**config.mk**
```make
export PLATFORM = sky130hd
export DESIGN_NAME = ternary_pe_wbuf
export DESIGN_NICKNAME = d
export VERILOG_FILES = /design/src/rtl/pe_pkg.sv /design/src/rtl/pe_weight_buffer.sv /design/src/rtl/ternary_pe_wbuf.sv
export SDC_FILE = /design/constraint.sdc
export NUM_CORES = 1
export LEC_CHECK = 0
export ABC_AREA = 1
export CELL_PAD_IN_SITES_DETAIL_PLACEMENT = 1
export CELL_PAD_IN_SITES_GLOBAL_PLACEMENT = 1
export CORE_MARGIN = 2
export CORE_UTILIZATION = 36
export CTS_CLUSTER_SIZE = 24
export DETAILED_ROUTE_END_ITERATION = 6
export PLACE_DENSITY = 0.88
export SLEW_MARGIN = 15
export SYNTH_ARGS = -nofsm -noshare
export SYNTH_HDL_FRONTEND = slang
export SYNTH_SLANG_ARGS = --single-unit
```
**constraint.sdc**
```tcl
create_clock -name clock -period 3.45 [get_ports clock]
set_clock_uncertainty 0.15 [all_clocks]
set_input_delay 0.8625 -clock clock [delete_from_list [all_inputs] [get_ports clock]]
set_output_delay 0.8625 -clock clock [all_outputs]
set_load 0.03 [all_outputs]
```
**src/rtl/pe_pkg.sv**
```systemverilog
// Shared types and helpers for the ternary weight-stationary processing element.
//   pe_state_t  : weight-buffer lifecycle (EMPTY -> LOAD -> RUN)
//   tern_w_t    : 2-bit ternary weight code
//   tern_decode : code -> signed {-1, 0, +1}
package pe_pkg;

  typedef enum logic [1:0] {
    PE_EMPTY = 2'b00,
    PE_LOAD  = 2'b01,
    PE_RUN   = 2'b10
  } pe_state_t;

  typedef logic [1:0] tern_w_t;

  localparam tern_w_t TERN_POS  = 2'b01;
  localparam tern_w_t TERN_NEG  = 2'b11;
  localparam tern_w_t TERN_ZERO = 2'b00;

  // Reserved code 2'b10 decodes to zero.
  function automatic logic signed [1:0] tern_decode(input tern_w_t code);
    case (code)
      TERN_POS:  return 2'sb01;
      TERN_NEG:  return 2'sb11;
      TERN_ZERO: return 2'sb00;
      default:   return 2'sb00;
    endcase
  endfunction

endpackage

```
**src/rtl/pe_weight_buffer.sv**
```systemverilog
// Circular DEPTH x 2-bit ternary weight register file.
//   clock, reset_n : clock / async active-low reset
//   enable         : clock enable, low holds everything
//   clear          : synchronous pointer reset (wins over write/advance)
//   wr_en, wr_data : write wr_data at wr_ptr, then wr_ptr++
//   rd_adv         : rd_ptr++ (wraps DEPTH-1 -> 0)
//   rd_data        : entry at rd_ptr (before any same-cycle advance)
//   last_wr_c      : the next write fills the final entry
module pe_weight_buffer
  import pe_pkg::*;
#(
  parameter int unsigned DEPTH = 16
) (
  input  logic    clock,
  input  logic    reset_n,
  input  logic    enable,
  input  logic    clear,
  input  logic    wr_en,
  input  tern_w_t wr_data,
  input  logic    rd_adv,
  output tern_w_t rd_data,
  output logic    last_wr_c
);

  localparam int unsigned PTR_W = $clog2(DEPTH);

  tern_w_t            mem [DEPTH];
  logic [PTR_W-1:0]   wr_ptr;
  logic [PTR_W-1:0]   rd_ptr;

  // Pointers wrap naturally since DEPTH is a power of two.
  always_ff @(posedge clock or negedge reset_n) begin
    if (!reset_n) begin
      wr_ptr <= '0;
      rd_ptr <= '0;
      for (int i = 0; i < int'(DEPTH); i++) mem[i] <= '0;
    end else if (enable) begin
      if (clear) begin
        wr_ptr <= '0;
        rd_ptr <= '0;
      end else begin
        if (wr_en) begin
          mem[wr_ptr] <= wr_data;
          wr_ptr      <= wr_ptr + PTR_W'(1);
        end
        if (rd_adv) rd_ptr <= rd_ptr + PTR_W'(1);
      end
    end
  end

  assign rd_data   = mem[rd_ptr];
  assign last_wr_c = (wr_ptr == PTR_W'(DEPTH - 1));

endmodule

```
**src/rtl/ternary_pe_wbuf.sv**
```systemverilog
// Weight-stationary ternary processing element with a local circular weight buffer.
// Each valid beat: psum_out = psum_in + w*data_in (add / subtract / bypass), data forwarded east.
//   clock, reset_n        : clock / async active-low reset
//   enable                : clock enable; low freezes all state, load ready forced low
//   wgt_clear             : flush weight buffer back to EMPTY, clears sat_flag
//   wgt_load_valid/data   : weight load beat; wgt_load_ready high while buffer not full
//   wgt_read              : advance weight read pointer (RUN only)
//   in_valid, data_in, psum_in   : input beat from west / north
//   out_valid, data_out, psum_out: registered beat to east / south
//   sat_flag              : sticky saturation / overflow indicator
//   run                   : buffer full, weights in use
module ternary_pe_wbuf
  import pe_pkg::*;
#(
  parameter int unsigned DATA_W   = 8,
  parameter int unsigned PSUM_W   = 24,
  parameter int unsigned DEPTH    = 16,
  parameter int unsigned SATURATE = 1
) (
  input  logic              clock,
  input  logic              reset_n,
  input  logic              enable,
  input  logic              wgt_clear,
  input  logic              wgt_load_valid,
  input  logic [1:0]        wgt_load_data,
  output logic              wgt_load_ready,
  input  logic              wgt_read,
  input  logic              in_valid,
  input  logic [DATA_W-1:0] data_in,
  input  logic [PSUM_W-1:0] psum_in,
  output logic              out_valid,
  output logic [DATA_W-1:0] data_out,
  output logic [PSUM_W-1:0] psum_out,
  output logic              sat_flag,
  output logic              run
);

  localparam int unsigned SUM_W = PSUM_W + 1;

  pe_state_t   state_q, state_d;
  logic        ready_q;
  logic        wr_en_c, rd_adv_c, last_wr_c;
  tern_w_t     rd_data;

  pe_weight_buffer #(.DEPTH(DEPTH)) u_wbuf (
    .clock     (clock),
    .reset_n   (reset_n),
    .enable    (enable),
    .clear     (wgt_clear),
    .wr_en     (wr_en_c),
    .wr_data   (wgt_load_data),
    .rd_adv    (rd_adv_c),
    .rd_data   (rd_data),
    .last_wr_c (last_wr_c)
  );

  // State and load-ready registers; ready_q stays low through reset until the first enabled edge.
  always_ff @(posedge clock or negedge reset_n) begin
    if (!reset_n) begin
      state_q <= PE_EMPTY;
      ready_q <= 1'b0;
    end else if (enable) begin
      state_q <= state_d;
      ready_q <= (state_d != PE_RUN);
    end
  end

  // Next-state and buffer control; clear overrides any same-cycle load or read.
  always_comb begin
    state_d  = state_q;
    wr_en_c  = 1'b0;
    rd_adv_c = 1'b0;
    case (state_q)
      PE_EMPTY: begin
        if (ready_q && wgt_load_valid) begin
          wr_en_c = 1'b1;
          state_d = PE_LOAD;
        end
      end
      PE_LOAD: begin
        if (ready_q && wgt_load_valid) begin
          wr_en_c = 1'b1;
          if (last_wr_c) state_d = PE_RUN;
        end
      end
      PE_RUN:  rd_adv_c = wgt_read;
      default: state_d  = PE_EMPTY;
    endcase
    if (wgt_clear) begin
      state_d  = PE_EMPTY;
      wr_en_c  = 1'b0;
      rd_adv_c = 1'b0;
    end
  end

  assign wgt_load_ready = enable && ready_q;
  assign run            = (state_q == PE_RUN);

  // Ternary add/sub/bypass at PSUM_W+1 bits, so -(-2^(DATA_W-1)) is exact.
  logic signed [1:0]       w_c;
  logic signed [SUM_W-1:0] data_ext_c, psum_ext_c, sum_c;
  logic                    ovf_c;
  logic [PSUM_W-1:0]       result_c;

  always_comb begin
    w_c        = (state_q == PE_RUN) ? tern_decode(rd_data) : 2'sb00;
    data_ext_c = SUM_W'($signed(data_in));
    psum_ext_c = SUM_W'($signed(psum_in));
    case (w_c)
      2'sb01:  sum_c = psum_ext_c + data_ext_c;
      2'sb11:  sum_c = psum_ext_c - data_ext_c;
      default: sum_c = psum_ext_c;
    endcase
    ovf_c    = sum_c[SUM_W-1] ^ sum_c[SUM_W-2];
    result_c = sum_c[PSUM_W-1:0];
    if ((SATURATE != 0) && ovf_c)
      result_c = sum_c[SUM_W-1] ? {1'b1, {(PSUM_W-1){1'b0}}} : {1'b0, {(PSUM_W-1){1'b1}}};
  end

  // Output pipeline; data/psum hold when no beat arrives.
  always_ff @(posedge clock or negedge reset_n) begin
    if (!reset_n) begin
      out_valid <= 1'b0;
      data_out  <= '0;
      psum_out  <= '0;
      sat_flag  <= 1'b0;
    end else if (enable) begin
      out_valid <= in_valid;
      if (in_valid) begin
        data_out <= data_in;
        psum_out <= result_c;
        if (ovf_c) sat_flag <= 1'b1;
      end
      if (wgt_clear) sat_flag <= 1'b0;
    end
  end

endmodule
```
After elaboration in Yosys (flattened, before gate mapping). Cells that the tools add are included.

Flip-flop bits (word level): 77. Input port bits: 41.

Add/sub/neg operators: 4. Multiplexer cells: 28. Reduce and logical (&&, ||, !) cells: 14. Equal/unequal tests: 8. Bitwise gates (word level): 4. $lt $le $gt $ge: 3.

Operators with widths (number): $pmux 25 s2 (1); $mux 24 (2); $bwmux 32 (1); $add 24x8->25 (1); $sub 24x8->25 (1); $mux 2 (8); $mux 4 (4); $ge 5x5->1 const B (2); $not 4->5 (2); $add 4x1->4 const B (2); $bmux 2 s4 (1); $demux 2 s4 (1); $mux 1 (8); $reduce_bool 2->1 (4); $eq 2x1->1 const B (3); $eq 2x2->1 const B (3); $pmux 2 s3 (1); $reduce_and 2->1 (3); $reduce_and 3->1 (2); $lt 5x1->1 const B (1); $eq 4x4->1 const B (1); $pmux 2 s2 (1); $logic_and 1x1->1 (3); $logic_not 2->1 (1); other kinds (4) (4).

Logic depth before layout (Yosys ltp). Gate-level depths: netlist of run 1.

Word-level depth: 13. Gate-level depth with buffers: 29. Mapped depth without buffers: 27.

Cells and area by module. From an unflattened synthesis of run 1, not the netlist that was laid out.

Cell total of the unflattened synthesis: 889. Area, all modules: 5910.7 um^2.

Modules (own cells, without submodules): ternary_pe_wbuf (cells an instance 618, area an instance 3860.0 um^2, instances 1); pe_weight_buffer (cells an instance 271, area an instance 2050.7 um^2, instances 1).

Least setup slack after synthesis of run 1. No wires, ideal clock.

Path kind: input port to flip-flop. Start point: in data_in[1]. End point: reg psum_out[0]. Path slack: -0.346 ns. Data arrival time: 3.526 ns. Data required time: 3.180 ns. Path buffers: 1. Cell stages on the path: 25. Path through: inv_1 ha_1 inv_1 nor3_1 inv_1 nor2_1 nand4_1 ha_1 nand2_1 nand2_1 ha_1 a21o_1 a21oi_1 o21ai_0 nand2_1 nand4_1 nand2_1 nand2_1 o21ai_1 inv_1 nand3_2 nand2_1 inv_2 buf_6 a21oi_2.

Cells in the longest elaborated chain, start to end: 4. Elaborated cells between the ends (all ways): 6. Classes of those cells: 2 x add/sub; 3 x mux; 1 x bitwise.

RTL lines: from (decl) (line ternary_pe_wbuf.sv:29) `input logic [DATA_W-1:0] data_in,`; $sub 24x8->25 / $add 24x8->25 (equally long branches) (line ternary_pe_wbuf.sv:111, ternary_pe_wbuf.sv:110); $pmux 25 s2 (*) (line ternary_pe_wbuf.sv:109) `case (w_c)`; $mux 24 / $xor 1x1->1 (equally long branches) (line ternary_pe_wbuf.sv:117, ternary_pe_wbuf.sv:114); $mux 24 (*) (line ternary_pe_wbuf.sv:116) `if ((SATURATE != 0) && ovf_c)`; to (signal assigned) (line ternary_pe_wbuf.sv:131) `psum_out <= result_c;`; to (decl) (line ternary_pe_wbuf.sv:33) `output logic [PSUM_W-1:0] psum_out,`.

Every way passes the cells marked *; elsewhere a longest branch is shown, timed or not. A chain may end at the register's enable or synchronous reset.

Worst setup path after layout of run 1.
Start point: in data_in[2]. End point: reg psum_out[6].

Same word-level chain as after synthesis.

==> results of run 1 <==
## cells in the mapped netlist, types with 4 or more instances
| cell type | count | area (sq um) |
|---|---|---|
| a21o_1 | 6 | 45.04 |
| a21oi_1 | 26 | 130.1 |
| a21oi_2 | 20 | 175.2 |
| buf_6 | 6 | 67.56 |
| clkbuf_1 | 12 | 45.04 |
| dfrtp_1 | 77 | 1927 |
| ha_1 | 32 | 400.4 |
| inv_1 | 78 | 292.8 |
| inv_2 | 4 | 15.01 |
| nand2_1 | 258 | 968.4 |
| nand2_2 | 5 | 31.28 |
| nand3_1 | 39 | 195.2 |
| nand4_1 | 6 | 37.54 |
| nor2_1 | 69 | 259.0 |
| nor3_1 | 10 | 50.05 |
| o21ai_0 | 58 | 290.3 |
| o21ai_1 | 19 | 95.09 |
| xnor2_1 | 13 | 113.9 |
| xor2_1 | 11 | 96.34 |
## routing by layer
layer  global-route usage, %  part of all wire [%]
met5                       0                     0
met4                   27.21                   9.4
met2                   62.60                    49
met1                   38.10                    34
met3                   6.386                   7.6
## repair_timing
item	4_1_cts	5_1_grt
gates cloned	3	1
gates resized for setup	139	76
buffers inserted	34	9
pin swaps	32	35
setup endpoints to repair	25	25
## flip-flops by register name, indices dropped and copies added, names as in the netlist
register / flops
out_valid: 1
u_wbuf.rd_ptr: 4
sat_flag: 1
state_q: 2
data_out: 8
u_wbuf.wr_ptr: 4
u_wbuf.mem: 32
ready_q: 1
psum_out: 24
## worst min-delay path by stage
stage | cells after the start | endpoint | slack [ps]
CTS | 2 | u_wbuf.mem[12]$_DFFE_PN0P_ | 340
global placement | 2 | out_valid$_DFFE_PN0P_ | 310
global route | 2 | u_wbuf.mem[12]$_DFFE_PN0P_ | 370
detailed placement | 2 | u_wbuf.mem[12]$_DFFE_PN0P_ | 330
floorplan | 2 | u_wbuf.mem[10]$_DFFE_PN0P_ | 300
finish | 2 | u_wbuf.mem[12]$_DFFE_PN0P_ | 340
## worst max-delay path, delay by kind of cell
family | cells | cell delay [ps]
and+or+nand+nor | 17 | 2920
buffers and inverters | 5 | 730
AOI/OAI and AO/OA | 1 | 240
adders and majority gates | 1 | 220
## cell families (layout without fill, tap and decap cells)
| kind of cell | after synthesis | in the layout | share of synthesized area, % |
|---|---|---|---|
| compound gates | 142 | 142 | 15.02 |
| xor+xnor | 24 | 24 | 3.816 |
| fa+ha+maj | 33 | 33 | 7.633 |
| buf+inv | 104 | 354 | 8.042 |
| flops | 77 | 77 | 34.98 |
| simple gates | 401 | 403 | 30.51 |
## through the flow
stage          utilization, %  hold WS (ps)  instance area [sq um]
2_1_floorplan               -         303.0                   5614
3_3_place_gp            49.89         311.8                   7528
3_5_place_dp            49.89         328.5                   7528
4_1_cts                 57.64         342.2                   8697
5_1_grt                 60.07         368.0                   9064
6_report                60.07         340.0                   9064
## area by class of cell
type                    instances  area, sq um  area share, %
multi-input cells             602         4044          44.62
repair buffers                253         2181          24.06
flip-flops and latches         77         1928          21.27
inverters                      84        345.3          3.810
well taps                     188        235.2          2.595
clock buffers                   9        225.2          2.485
clock inverters                 7        97.59          1.077
repair inverters                1        7.507        0.08283
## power by group
| group | internal, mW | switching, mW |
|---|---|---|
| Clock | 0.637 | 0.430 |
| Combinational | 0.620 | 0.873 |
| Sequential | 0.993 | 0.0827 |
| Total | 2.25 | 1.39 |
==> flow_metrics.tcl, run 1 <==
set metrics [dict create \
    status "complete, but fails checks" \
    violations "setup timing" \
    ys_types 39 \
    coreArea_sq_um 15090 \
    rsz0062_at_grt "true" \
    max-clock-path-buffers 2 \
    leakage_nw 4.249 \
    synth-seq-area-share_pct 34.98 \
    finalWorstSetupSlack_ps -1439 \
    synth_edf_count 0 \
    max_stage_delay_ps 360 \
    synthFlopType "dfrtp_1" \
    cp_max_fo 7 \
    vdd_drop_max_mv 0.2488 \
    crit_start "data_in[2]" \
    cts_tree "done" \
    hold_path_class "reg -> reg" \
    synthesis.nets 855 \
    path_cells "clkdlybuf4s15_1 > nor3_2 > inv_1 > nor2_2 > nand4_1 > nand2_1 > nand2_4 > nand2_4 > ha_4 > buf_4 > nand2_1 > nor2_2 > nand2_1 > nand2_1 > nor2_2 > nand3_4 > nand2_2 > nand3_4 > nand2_8 > nand3_4 > nand2_4 > inv_6 > buf_12 > a21oi_4" \
    hpwl_um 15960 \
    end_kind "flip-flop" \
    timing.rr.end "psum_out[6]$_DFFE_PN0P_" \
    synthArstFlopShare_pct 100.0 \
    cp_common_cell "nand2_1" \
    cts_max_level 3 \
    cp-endpoint "psum_out[6]$_DFFE_PN0P_" \
    syn-cell-area_sq_um 5508 \
    period_needed_ps 4889 \
    die_area_sq_um 16300 \
    max_cap_viol_count 0 \
    initial_utilization_pct 36.50 \
    setup_violations 25 \
    worstPathArrival_ps 4990 \
    grt_pass1_vias 7854 \
    postSynthAreaPerCell_sq_um 7.052 \
    powerDensity_nw_per_um2 401.2 \
    critPathKind "in -> reg" \
    antenna_left 0 \
    grt_use_total_pct 35.68 \
    vias_per_cell 6.158 \
    placement.io_buffers 76 \
    finalPower_mw 3.636 \
    grt_max_degree 78 \
    num-fill-cells 1787 \
    antenna_found_initial 0 \
    dieWidth_um 127.7 \
    gp_congestion 0.8610 \
    maxSlewHeadroom_pct 33.89 \
    ff2ff_path_depth 26 \
    routedWlPerCell_um 28.29 \
    finalSetupTns_ps -33090 \
    ff2ff_setup_slack_ps -1310 \
    r2r-start "u_wbuf.rd_ptr[1]$_DFFE_PN0P_" \
    drc 0 \
    drive_above_1_share_pct 36.59 \
    worst_slew_pin_slew_ps 991.6 \
    num_vias 7519 \
    drt_iter0_markers 737 \
    insertion_delay_ps 360 \
    ys_ff_latch 77 \
    die_h_um 127.7 \
    cts-root-buf "clkbuf_16" \
    start_kind "primary input" \
    dp.cells 1161 \
    post-place-ws_ps -1376 \
    nets 1102 \
    max_freq_ghz 0.2045 \
    path_clk_slew_ps 70 \
    cts.sinks 77 \
    area_delta_synth_final_pct 64.56 \
    wl_um 34550 \
    globalRoute.totalOverflow 0 \
    slowest_stage "nand4_1" \
    ioPinCount 77 \
    period_share_pct 141.7 \
    final_cells 1221 \
    hold_violations 0 \
    cts_buffers 9 \
    synth_warnings 0 \
    n_antenna_cell 0 \
    drv_slew 0 \
    final_cell_mix "nand2_1, buf_4, dfrtp_1" \
    layout_commonest_cell "nand2_1" \
    grt_pass1_wl_um 44130 \
    drt_first_pass_iters 5 \
    critPathRequiredTime_ps 3550 \
    hold_buffers 0 \
    synthCells 781 \
    min_from "u_wbuf.mem[12]$_DFFE_PN0P_" \
    rows 45 \
]
No activity file was read; power rests on OpenSTA's default activity.
==> run 2: changes to the inputs <==
--- a/config.mk
+++ b/config.mk
@@ -8,7 +8,7 @@
 export ABC_AREA = 1
 export CELL_PAD_IN_SITES_DETAIL_PLACEMENT = 1
 export CELL_PAD_IN_SITES_GLOBAL_PLACEMENT = 1
-export CORE_MARGIN = 2
+export CORE_MARGIN = 3
 export CORE_UTILIZATION = 36
 export CTS_CLUSTER_SIZE = 24
 export DETAILED_ROUTE_END_ITERATION = 6
==> run 2 against run 1 <==
The run still ends with setup timing left. Cell area grew 1.9%. Sequential power about the same. Final cell count fell by 0.33%. Register-to-register slack better by 510 ps. Largest power group unchanged. Highest routed layer unchanged.
==> flow_metrics.tcl, run 2 (synthesized netlist as in run 1, its figures left out) <==
set metrics [dict create \
    period_share_pct 123.3 \
    final_cell_mix "nand2_1, buf_4, dfrtp_1" \
    cts_max_level 3 \
    max_freq_ghz 0.2351 \
    cts-root-buf "clkbuf_16" \
    rows 44 \
    top_regs "u_wbuf.mem x32, psum_out x24, data_out x8" \
    hold_buffers 0 \
    num-fill-cells 1717 \
    ff2ff_path_depth 23 \
    critPathKind "reg -> reg" \
    routedWlPerCell_um 27.06 \
    die_area_sq_um 16820 \
    grt_use_total_pct 33.61 \
    die_h_um 129.7 \
    start_kind "flip-flop" \
    path_clk_slew_ps 60 \
    drc 0 \
    min_from "u_wbuf.mem[8]$_DFFE_PN0P_" \
    dp.cells 1156 \
    largest_reg_flops 32 \
    vias_per_cell 6.048 \
    wl_um 32940 \
    grt_max_degree 78 \
    rsz0062_at_grt "true" \
    hold_path_class "reg -> reg" \
    max-clock-path-buffers 2 \
    hold_slack_ps 344.3 \
    timing.rr.end "psum_out[22]$_DFFE_PN0P_" \
    insertion_delay_ps 350 \
    drv_slew 0 \
    r2r-start "u_wbuf.rd_ptr[0]$_DFFE_PN0P_" \
    cp-endpoint "psum_out[22]$_DFFE_PN0P_" \
    leakage_nw 4.324 \
    drt_iter0_markers 641 \
    status "complete, but fails checks" \
    antenna_left 0 \
    gp_congestion 0.9094 \
    hpwl_um 16150 \
    ff2ff_setup_slack_ps -800 \
    layout_commonest_cell "nand2_1" \
    dieWidth_um 129.7 \
    placement.io_buffers 76 \
    maxSlewHeadroom_pct 33.18 \
    finalSetupTns_ps -17610 \
    post-place-ws_ps -1496 \
    num_vias 7361 \
    initial_utilization_pct 37.33 \
    final_util_pct 62.59 \
    ioPinCount 77 \
    cts_tree "done" \
    grt_pass1_wl_um 43240 \
    coreArea_sq_um 14750 \
    violations "setup timing" \
    cp_max_fo 8 \
    worstPathArrival_ps 4380 \
    critPathRequiredTime_ps 3580 \
    crit_start "u_wbuf.rd_ptr[0]$_DFFE_PN0P_" \
    cts.sinks 77 \
    end_kind "flip-flop" \
    final_cells 1217 \
    n_antenna_cell 0 \
    setup_violations 25 \
    hold_violations 0 \
    worst_slew_pin_slew_ps 1002 \
    grt_pass1_vias 7684 \
    finalWorstSetupSlack_ps -804.0 \
    globalRoute.totalOverflow 0 \
    powerDensity_nw_per_um2 392.0 \
    drive_above_1_share_pct 40.08 \
    nets 1103 \
    period_needed_ps 4254 \
    vdd_drop_max_mv 0.2284 \
    max_cap_viol_count 0 \
    antenna_found_initial 0 \
    regMostFlops "u_wbuf.mem" \
    drt_first_pass_iters 5 \
    area_delta_synth_final_pct 67.67 \
    cts_buffers 9 \
]
==> run 2: changes by cell type in the layout (fill, tap and decap cells not counted), moves of 5 or more <==
| cell | delta |
|---|---|
| nand2_1 | -13 |
| inv_2 | +5 |
| nand2_4 | +6 |
| inv_1 | -6 |
| nand3_1 | -5 |
| nand2_2 | +9 |
==> run 2: worst min-delay path by stage <==
stage	cells after the start	slack, ps	to
3_5_place_dp	2	330	u_wbuf.mem[26]$_DFFE_PN0P_
2_1_floorplan	2	300	u_wbuf.mem[10]$_DFFE_PN0P_
6_report	2	340	u_wbuf.mem[8]$_DFFE_PN0P_
5_1_grt	2	370	u_wbuf.mem[4]$_DFFE_PN0P_
3_3_place_gp	2	310	out_valid$_DFFE_PN0P_
4_1_cts	2	340	u_wbuf.mem[26]$_DFFE_PN0P_
==> run 2: routing by layer <==
| layer | GRT usage, % | vias to the layer above | wire [um] |
|---|---|---|---|
| li1 | - | 3019 | - |
| met1 | 36.40 | 3708 | 11900 |
| met2 | 61.84 | 426 | 16390 |
| met3 | 5.403 | 208 | 2008 |
| met4 | 19.19 | 0 | 2631 |
| met5 | 0 | - | 0 |
==> run 2: layout make-up <==
class / instances / area (sq um) / area share, %
clock buffers: 11 / 242.7 / 2.628
clock inverters: 4 / 72.57 / 0.7858
inverters: 84 / 360.3 / 3.902
multi-input cells: 601 / 4167 / 45.12
flip-flops and latches: 77 / 1929 / 20.89
well taps: 184 / 230.2 / 2.493
repair buffers: 255 / 2222 / 24.06
repair inverters: 1 / 11.26 / 0.1219
==> run 2: metrics by stage <==
stage	total power [mW]	cell area, sq um
finish	3.620	9235
global route	3.713	9235
CTS	3.289	8606
detailed placement	2.140	7503
global placement	2.080	7503
floorplan	1.600	5614
==> run 2: repair_timing <==
| action | 4_1_cts | 5_1_grt |
|---|---|---|
| gates resized for setup | 154 | 120 |
| cloned | 3 | 0 |
| setup endpoints to repair | 25 | 25 |
| setup buffers | 26 | 20 |
| pin swaps | 73 | 44 |
==> run 2: power breakdown <==
group	switching, mW	internal, mW
Combinational	0.853	0.638
Clock	0.396	0.649
Sequential	0.0907	0.994
==> run 2: worst max-delay path, stage by stage (launching register included) <==
cell and delay, ps:
dfrtp_2 430, buf_8 150, clkinv_8 70, nand2_2 70
nand3_1 110, nand2_1 90, nor2_2 110, nand2_2 80
nand2_4 120, nand3_4 150, buf_6 180, nand2_4 120
nand2_1 120, ha_4 320, nand2_2 70, buf_4 150
buf_4 140, nor4_1 480, nand3_1 210, nand3_1 170
xnor2_1 90, o21ai_0 320, nand2_1 140, a21oi_2 140
